File: config.mk
export PLATFORM = sky130hd
export DESIGN_NAME = vram_arbiter
export DESIGN_NICKNAME = d
export VERILOG_FILES = /design/src/rtl/gpu_pkg.sv /design/src/rtl/vram_arb_pick.sv /design/src/rtl/vram_arbiter.sv
export SDC_FILE = /design/constraint.sdc
export NUM_CORES = 1
export LEC_CHECK = 0
export ABC_AREA = 1
export BUFFER_PORTS_ARGS = -buffer_cell sky130_fd_sc_hd__buf_2
export CAP_MARGIN = 20
export CORE_UTILIZATION = 44
export CTS_CLUSTER_SIZE = 14
export DETAILED_ROUTE_END_ITERATION = 10
export GPL_ROUTABILITY_DRIVEN = 0
export PLACE_DENSITY = 0.86
export SYNTH_ARGS = -nofsm -noshare
export SYNTH_HDL_FRONTEND = slang
export SYNTH_SLANG_ARGS = --single-unit
export TNS_END_PERCENT = 20
File: constraint.sdc
create_clock -name clk -period 2.55 [get_ports clk]
set_input_delay 0.51 -clock clk [delete_from_list [all_inputs] [get_ports clk]]
set_output_delay 0.51 -clock clk [all_outputs]
set_load 0.02 [all_outputs]
File: src/rtl/gpu_pkg.sv
// Shared GPU types: VRAM requester identifiers, arbiter FSM states and VRAM bus widths.
package gpu_pkg;

  localparam int VRAM_AW = 20;
  localparam int VRAM_DW = 16;

  typedef enum logic [1:0] {
    REQ_SCAN = 2'd0,
    REQ_DMA  = 2'd1,
    REQ_DRAW = 2'd2
  } vram_req_t;

  typedef enum logic {
    IDLE = 1'b0,
    WAIT = 1'b1
  } vram_arb_state_t;

endpackage

File: src/rtl/vram_arb_pick.sv
// Combinational winner select: scanout first, then a locked draw engine, else dma/draw round-robin.
module vram_arb_pick
  import gpu_pkg::*;
(
  input  logic      i_scan_req,
  input  logic      i_dma_req,
  input  logic      i_draw_req,
  input  logic      i_lock_active,
  input  logic      i_rr_dma,
  output logic      o_valid,
  output vram_req_t o_winner
);

  logic w_dma_ok;

  // An active draw lock hides dma completely, even while draw is between accesses.
  assign w_dma_ok = i_dma_req & ~i_lock_active;
  assign o_valid  = i_scan_req | w_dma_ok | i_draw_req;

  always_comb begin
    o_winner = REQ_SCAN;
    if (i_scan_req) begin
      o_winner = REQ_SCAN;
    end else if (i_lock_active && i_draw_req) begin
      o_winner = REQ_DRAW;
    end else if (w_dma_ok && i_draw_req) begin
      o_winner = i_rr_dma ? REQ_DMA : REQ_DRAW;
    end else if (w_dma_ok) begin
      o_winner = REQ_DMA;
    end else if (i_draw_req) begin
      o_winner = REQ_DRAW;
    end
  end

endmodule

File: src/rtl/vram_arbiter.sv
// Single-port VRAM arbiter for scanout, dma and draw: one access in flight, draw lock, rdy timeout.
module vram_arbiter
  import gpu_pkg::*;
#(
  parameter int TIMEOUT  = 64,
  parameter int MAX_LOCK = 8
) (
  input  logic               clk,
  input  logic               rst,
  input  logic               scan_req,
  input  logic               scan_we,
  input  logic [VRAM_AW-1:0] scan_addr,
  input  logic [VRAM_DW-1:0] scan_wdata,
  output logic               scan_gnt,
  output logic               scan_rvalid,
  output logic [VRAM_DW-1:0] scan_rdata,
  input  logic               dma_req,
  input  logic               dma_we,
  input  logic [VRAM_AW-1:0] dma_addr,
  input  logic [VRAM_DW-1:0] dma_wdata,
  output logic               dma_gnt,
  output logic               dma_rvalid,
  output logic [VRAM_DW-1:0] dma_rdata,
  input  logic               draw_req,
  input  logic               draw_we,
  input  logic [VRAM_AW-1:0] draw_addr,
  input  logic [VRAM_DW-1:0] draw_wdata,
  output logic               draw_gnt,
  output logic               draw_rvalid,
  output logic [VRAM_DW-1:0] draw_rdata,
  input  logic               draw_lock,
  output logic [VRAM_AW-1:0] vram_addr,
  output logic [VRAM_DW-1:0] vram_wdata,
  input  logic [VRAM_DW-1:0] vram_rdata,
  output logic               vram_re,
  output logic               vram_we,
  input  logic               vram_rdy,
  output logic               err_timeout
);

  localparam int TW = $clog2(TIMEOUT + 1);
  localparam int LW = $clog2(MAX_LOCK + 1);

  vram_arb_state_t    r_state;
  vram_req_t          r_owner;
  logic               r_we;
  logic [VRAM_AW-1:0] r_addr;
  logic [VRAM_DW-1:0] r_wdata;
  logic [TW-1:0]      r_tcnt;
  logic               r_lock;
  logic [LW-1:0]      r_lock_cnt;
  logic               r_rr_dma;
  logic               r_err;

  logic               w_lock;
  logic               w_pick_valid;
  vram_req_t          w_winner;
  logic               w_issue;
  logic               w_sel_we;
  logic [VRAM_AW-1:0] w_sel_addr;
  logic [VRAM_DW-1:0] w_sel_wdata;
  logic               w_done_rdy;
  logic               w_done_to;
  logic               w_rvalid;
  logic [VRAM_DW-1:0] w_rdata;
  logic [LW-1:0]      w_lock_next;

  assign w_lock = r_lock & draw_lock;

  vram_arb_pick u_pick (
    .i_scan_req   (scan_req),
    .i_dma_req    (dma_req),
    .i_draw_req   (draw_req),
    .i_lock_active(w_lock),
    .i_rr_dma     (r_rr_dma),
    .o_valid      (w_pick_valid),
    .o_winner     (w_winner)
  );

  always_comb begin
    w_sel_we    = scan_we;
    w_sel_addr  = scan_addr;
    w_sel_wdata = scan_wdata;
    case (w_winner)
      REQ_DMA: begin
        w_sel_we    = dma_we;
        w_sel_addr  = dma_addr;
        w_sel_wdata = dma_wdata;
      end
      REQ_DRAW: begin
        w_sel_we    = draw_we;
        w_sel_addr  = draw_addr;
        w_sel_wdata = draw_wdata;
      end
      default: ;
    endcase
  end

  // Gating with rst keeps every combinational output at zero while reset is held.
  assign w_issue     = rst & (r_state == IDLE) & w_pick_valid;
  assign w_done_rdy  = rst & (r_state == WAIT) & vram_rdy;
  assign w_done_to   = rst & (r_state == WAIT) & ~vram_rdy & (r_tcnt == TW'(TIMEOUT - 1));
  assign w_rvalid    = (w_done_rdy | w_done_to) & ~r_we;
  assign w_rdata     = (w_done_rdy & ~r_we) ? vram_rdata : '0;
  assign w_lock_next = (r_lock ? r_lock_cnt : '0) + LW'(1);

  assign scan_gnt    = w_issue & (w_winner == REQ_SCAN);
  assign dma_gnt     = w_issue & (w_winner == REQ_DMA);
  assign draw_gnt    = w_issue & (w_winner == REQ_DRAW);
  assign scan_rvalid = w_rvalid & (r_owner == REQ_SCAN);
  assign dma_rvalid  = w_rvalid & (r_owner == REQ_DMA);
  assign draw_rvalid = w_rvalid & (r_owner == REQ_DRAW);
  assign scan_rdata  = w_rdata;
  assign dma_rdata   = w_rdata;
  assign draw_rdata  = w_rdata;

  assign vram_addr   = w_issue ? w_sel_addr : r_addr;
  assign vram_wdata  = w_issue ? w_sel_wdata : r_wdata;
  assign vram_re     = w_issue & ~w_sel_we;
  assign vram_we     = w_issue & w_sel_we;
  assign err_timeout = r_err;

  always_ff @(posedge clk or negedge rst) begin
    if (!rst) begin
      r_state    <= IDLE;
      r_owner    <= REQ_SCAN;
      r_we       <= 1'b0;
      r_addr     <= '0;
      r_wdata    <= '0;
      r_tcnt     <= '0;
      r_lock     <= 1'b0;
      r_lock_cnt <= '0;
      r_rr_dma   <= 1'b1;
      r_err      <= 1'b0;
    end else begin
      if (r_lock && !draw_lock) begin
        r_lock     <= 1'b0;
        r_lock_cnt <= '0;
      end
      case (r_state)
        IDLE: begin
          if (w_issue) begin
            r_owner <= w_winner;
            r_we    <= w_sel_we;
            r_addr  <= w_sel_addr;
            r_wdata <= w_sel_wdata;
            r_tcnt  <= '0;
            r_state <= WAIT;
            if (w_winner == REQ_DMA) begin
              r_rr_dma <= 1'b0;
            end else if (w_winner == REQ_DRAW) begin
              r_rr_dma <= 1'b1;
              // The grant that reaches MAX_LOCK ends the lock so dma gets the next turn.
              if (draw_lock) begin
                if (w_lock_next >= LW'(MAX_LOCK)) begin
                  r_lock     <= 1'b0;
                  r_lock_cnt <= '0;
                end else begin
                  r_lock     <= 1'b1;
                  r_lock_cnt <= w_lock_next;
                end
              end
            end
          end
        end
        WAIT: begin
          if (vram_rdy) begin
            r_state <= IDLE;
          end else if (r_tcnt == TW'(TIMEOUT - 1)) begin
            r_state <= IDLE;
            r_err   <= 1'b1;
          end else begin
            r_tcnt <= r_tcnt + TW'(1);
          end
        end
        default: r_state <= IDLE;
      endcase
    end
  end

endmodule

==> impl_metrics.csv, run 1 <==
group,metric,value,unit
routing,wire_per_inst,14.5,um
timing,finalSetupTns,-7110,ps
global_route,grt_max_degree,55,
timing,finalCriticalPeriod,2800,ps
final_layout,synthToLayoutAreaGrowth,51.2,%
placement,io_buffers,226,
critical_path,crit_type,"flip-flop to output port",
global_route,grt_overflow,0,
routing,vias_per_cell,5.13,
power,pwr-share-comb,55.9,%
synth,synth_area_per_cell,7.09,sq um
global_route,grt_pass1_vias,4106,
power,pwr-share-clk,12.7,%
power,p_int,2210,uW
timing,fmax,357,MHz
power,powerDensity,671,mW/mm^2
timing,setup_viol,38,
timing,slew_headroom,54.9,%
global_route,antenna_found_initial,0,
synth,synth.cell_area,0.00372,sq mm
critical_path,cp-start-kind,"flip-flop",
clock_network,htreeDepth,2,
routing,vias,4405,
clock_network,cts_tree,"yes",
status,status,"finished with violations",
timing,grt_setup_unrepaired,"true",
critical_path,crit_fanout,8,
final_layout,fin_nets,891,
floorplanning,dieArea,0.00883,sq mm
status,violations,"setup timing",
clock_network,clk_pin_slew,100,ps
clock_network,cts_made_buffers,5,
synth,synth_nets,664,
critical_path,reg2reg_from,"r_rr_dma",
floorplanning,ioPinCount,227,
power,peakVddDrop,0.452,mV
synth,yosysSeqAreaShare,36.4,%
timing,tightest_slew,677,ps
placement,hpwl,8.24,mm
synth,synth-seq-cells,54,
floorplanning,die_w,93.9,um
critical_path,critPathArrivalTime,2290,ps
synth,ys_warn_count,0,
synth,synthesis.instances,525,
timing,holdWs,348,ps
final_layout,final_cells,859,
routing,ant_nets,0,
global_route,track_usage,26.6,%
timing,fin_worst_skew,6.46,ps
floorplanning,start_util,45.3,%
final_layout,final_util,68.5,%
timing,hold_viol_final,0,
clock_network,cts.root.buffer_cell,"clkbuf_8",
power,p_sw_share,41.4,%
floorplanning,row_count,33,
floorplanning,core_area,0.00822,sq mm
routing,detail_route.first_pass.iterations,5,
timing,timing.final.ws_setup,-254,ps
clock_network,clkLatencyLatePin,300,ps
clock_network,cts.sinks,54,
routing,route.detailed.drc,0,
worst_hold_path,hold_path.class,"input pin to async pin",
routing,drt_iter0_markers,178,
critical_path,worstSetupStartpoint,"r_rr_dma",
synth,ys_types,31,
timing,drv_slew,0,
placement,dpl.cell_count,827,
power,p_leak,0.00323,uW
critical_path,cp-end-kind,"output port",
clock_network,clockBufferDepth,2,
routing,routed_wl,12.4,mm
global_route,grt_pass1_wl,18.4,mm
power,p_switching,1560,uW
power,seq_power_share,31.4,%
floorplanning,die_h,93.9,um
power,p_total,3770,uW
timing,fin_crit_sh,110,%
final_layout,drive_gt1_share,46.9,%
job,drv_cap,0,
clock_network,hold_buffers,0,
critical_path,required,2040,ps
sequential cells by signal, indices dropped and copies added, names as in the netlist:
| signal | flops |
|---|---|
| err_timeout | 1 |
| r_addr | 20 |
| r_lock | 1 |
| r_lock_cnt | 4 |
| r_owner | 2 |
| r_rr_dma | 1 |
| r_state | 1 |
| r_tcnt | 7 |
| r_wdata | 16 |
| r_we | 1 |
metal layers:
layer	routed length, um	part of all wire, %	global-route usage (%)	vias up
li1	-	-	-	2092
met1	4510	36	29.9	2005
met2	6470	52	49.2	268
met3	1020	8.2	4.53	40
met4	414	3.3	11.0	0
met5	0	0	0	-
cells in the final DEF, fill, tap and decap left out, types with 2 or more instances in the layout:
| cell type | n |
|---|---|
| a21oi_2 | 3 |
| buf_12 | 8 |
| buf_16 | 3 |
| buf_2 | 199 |
| buf_4 | 41 |
| buf_6 | 25 |
| clkbuf_16 | 2 |
| clkbuf_8 | 5 |
| dfrtp_1 | 53 |
| ha_1 | 2 |
| ha_4 | 3 |
| inv_1 | 34 |
| inv_2 | 4 |
| inv_4 | 2 |
| nand2_1 | 212 |
| nand2_2 | 12 |
| nand3_1 | 30 |
| nand3_2 | 16 |
| nand3_4 | 3 |
| nor2_1 | 31 |
| nor2_2 | 2 |
| nor3_1 | 3 |
| o211ai_1 | 19 |
| o211ai_2 | 17 |
| o21ai_0 | 4 |
| o21ai_1 | 2 |
| o21bai_1 | 2 |
| xnor2_1 | 2 |
| xor2_1 | 2 |
layout make-up:
cell class                 instances  area [sq um]
timing repair buffer             278          1880
multi-input combinational        373          2020
sequential                        54          1350
clock inverter                     2          13.8
clock buffer                       6          72.6
fill                             655          2590
inverter                          40           155
antenna                            1          2.50
tap                              105           131
timing repair:
item                       4_1_cts  5_1_grt
setup endpoints to repair       38       54
pin swaps                       25       28
setup buffers                   10        8
gates cloned                     5        2
gates resized for setup         65       39
synthesized netlist by cell type, drive strengths merged:
| cell type | count | area, sq um |
|---|---|---|
| xnor2 | 2 | 17.5 |
| o31ai | 1 | 7.51 |
| clkbuf | 7 | 26.3 |
| xor2 | 2 | 17.5 |
| a21oi | 3 | 15.0 |
| nand3 | 49 | 245 |
| dfrtp | 53 | 1330 |
| and2 | 1 | 6.26 |
| inv | 40 | 150 |
| ha | 5 | 62.6 |
| nor3 | 4 | 25.0 |
| dfstp | 1 | 26.3 |
| nand2 | 225 | 862 |
| o21bai | 2 | 15.0 |
| nand4 | 1 | 6.26 |
| o211ai | 37 | 368 |
| and3 | 1 | 6.26 |
| buf | 51 | 369 |
| nor2 | 33 | 129 |
| o21ai | 7 | 38.8 |
worst max-delay path: stages (launching register included):
cell and delay, ps:
dfstp_2 560, inv_2 30, a21oi_2 120, and2_4 170, inv_4 40, ha_4 270, buf_6 140, clkbuf_16 150
o211ai_1 240, nand2_1 120, buf_6 140
power by group through the flow:
stage	clock (uW)	combinational (uW)	sequential [uW]
6_report	479	2110	1190
3_5_place_dp	0	1600	1200
5_1_grt	514	2260	1210
3_3_place_gp	0	1550	1190
2_1_floorplan	0	1040	1180
4_1_cts	484	1950	1180
metrics by stage:
step	worst slack, ps	cell area, sq um
floorplan	52.0	3720
global placement	-106	4860
detailed placement	-165	4860
CTS	-256	5420
global route	-370	5620
finish	-254	5630
logic make-up after synthesis:
family | Yosys count | share of synthesized area, %
DFF | 54 | 36.4
AOI/OAI and AO/OA | 50 | 11.9
buffers and inverters | 98 | 14.7
xor gates and xnor gates | 4 | 0.942
adders and majority gates | 5 | 1.68
and+or+nand+nor | 314 | 34.4
final timing paths:
check                      slack [ps]       endpoint  cells after the start
hold / removal                    350     r_wdata[5]                      2
max in group asynchronous        1760     r_addr[12]                      2
hold reg to reg                   480    err_timeout                      1
min in group clk                  450      r_addr[3]                      3
setup reg to reg                  350     r_wdata[7]                     12
setup / recovery                 -250  vram_wdata[7]                     10
Note: power is estimated with default switching activity, not from simulation.
==> run 2, diff against run 1 <==
Settings changed: SETUP_SLACK_MARGIN set to 0.4.
==> run 2 against run 1 <==
The run still ends with setup timing left. Power increased by 6.0%. Global-route usage decreased by 1.6 points. Wire length increased by 6.7%. Clock skew increased by 4.9 ps. Flip-flop and latch count unchanged. Final cell count decreased by 1.4%. Utilization increased by 8.1 points. Via count increased by 1.8%. Register-to-register slack got worse by 120 ps. Critical path type unchanged. Largest cell class unchanged. Largest power group unchanged.
==> impl_metrics.csv, run 2 (synthesis gave the netlist of run 1 again) <==
group,metric,value,unit
status,status,"finished with violations",
status,violations,"setup timing",
timing,setup_viol,38,
global_route,antenna_found_initial,0,
critical_path,cp.buffers_inverters,6,
final_layout,synthToLayoutAreaGrowth,69.1,%
timing,timing.final.ws_setup,-250,ps
global_route,grt_pass1_wl,17.3,mm
global_route,grt_overflow,0,
clock_network,clockBufferDepth,2,
floorplanning,row_count,33,
critical_path,required,2040,ps
final_layout,final_cells,847,
final_layout,drive_gt1_share,55.7,%
critical_path,slowest_delay,560,ps
global_route,grt_pass1_vias,3971,
final_layout,final_common_cell,"nand2_1",
global_route,grt_max_degree,55,
clock_network,clkLatencyLatePin,300,ps
placement,place_area,0.00493,sq mm
routing,vias,4486,
clock_network,hold_buffers,0,
timing,fmax,357,MHz
clock_network,cts_made_buffers,5,
clock_network,cts.root.buffer_cell,"clkbuf_8",
timing,slew_headroom,53.8,%
critical_path,crit_chain,"inv_2, a21oi_2, and2_4, inv_4, ha_4, buf_4, buf_6, buf_12, nand3_4, o211ai_2, nand2_2, buf_6",
global_route,track_usage,25.0,%
critical_path,cp-start-kind,"flip-flop",
critical_path,crit_family,"buffers and inverters",
final_layout,diodes,0,
critical_path,crit_top_cell,"buf_6",
final_layout,layout_common_cells,"nand2_1, buf_2, buf_6, dfrtp_1, nand2_2",
placement,hpwl,8.14,mm
clock_network,htreeDepth,2,
timing,fin_worst_skew,11.4,ps
timing,finalCriticalPeriod,2800,ps
critical_path,critPathArrivalTime,2290,ps
final_layout,largestRegisters,"r_addr (20), r_wdata (16), r_tcnt (7)",
floorplanning,core_area,0.00822,sq mm
placement,post-place-ws,-95.9,ps
job,drv_cap,0,
floorplanning,die_h,93.9,um
routing,drt_iter0_markers,166,
routing,detail_route.first_pass.iterations,5,
critical_path,critical_path.slowest_cell,"dfstp_2",
timing,finalSetupTns,-7530,ps
placement,io_buffers,226,
clock_network,cts_tree,"yes",
final_layout,fin_nets,880,
power,powerDensity,636,mW/mm^2
timing,fin_crit_sh,110,%
placement,dpl.cell_count,811,
final_layout,largest_register_ffs,20,
routing,routed_wl,13.3,mm
timing,grt_setup_unrepaired,"true",
routing,vias_per_cell,5.30,
critical_path,crit_fanout,8,
floorplanning,ioPinCount,227,
timing,drv_slew,0,
clock_network,clk_pin_slew,100,ps
floorplanning,die_w,93.9,um
critical_path,cp-end-kind,"output port",
worst_hold_path,hold_path.class,"input pin to async pin",
final_layout,regMostFlops,"r_addr",
final_layout,fin_area,0.00629,sq mm
timing,tightest_slew,693,ps
routing,wire_per_inst,15.6,um
floorplanning,start_util,45.3,%
critical_path,reg2reg_slack,230,ps
clock_network,cts.sinks,54,
timing,hold_viol_final,0,
floorplanning,dieArea,0.00883,sq mm
critical_path,crit_type,"flip-flop to output port",
power,peakVddDrop,0.385,mV
routing,route.detailed.drc,0,
routing,ant_nets,0,
power,p_leak,0.00327,uW
timing,holdWs,362,ps
run 2: changes by cell type in the layout (fill, tap and decap cells not counted), sizes merged:
cell    delta
buf       -15
clkbuf     +5
clkinv     -1
diode      -1
run 2: path summary, 6_finish.rpt:
path | startpoint | to | cells past startpoint
hold reg to reg | err_timeout | err_timeout | 1
hold / removal | rst | r_tcnt[3] | 2
setup reg to reg | r_rr_dma | r_wdata[7] | 14
min in group clk | scan_addr[11] | r_addr[11] | 3
setup / recovery | r_rr_dma | vram_addr[15] | 12
max in group asynchronous | rst | r_lock | 2
run 2: layer usage:
metal / GRT usage (%) / share of wire [%]
met1: 27.0 / 37
met4: 9.87 / 3.2
met3: 4.69 / 6.5
met2: 47.3 / 53
met5: 0 / 0
run 2: power by group:
part	switching, uW	total (uW)	internal, uW
Sequential	118	1210	1090
Combinational	1280	2290	1010
Clock	275	496	220
Total	1670	4000	2330
run 2: metrics by stage:
step | power (uW) | utilization, %
2_1_floorplan | 2370 | -
3_3_place_gp | 2800 | 60.0
3_5_place_dp | 2860 | 60.0
4_1_cts | 3480 | 63.5
5_1_grt | 4200 | 76.5
6_report | 4000 | 76.5
run 2: layout make-up:
cell class                 instances  area (sq um)
clock buffer                       7          86.3
clock inverter                     1          5.00
fill                             532          1930
inverter                          40           160
multi-input combinational        373          2390
sequential                        54          1360
tap                              105           131
timing repair buffer             267          2160
run 2: timing repair:
item / CTS / global route
cloned: 1 / 10
gates resized for setup: 41 / 214
pin swaps: 9 / 46
setup endpoints to repair: 92 / 98
setup buffers: 5 / 12
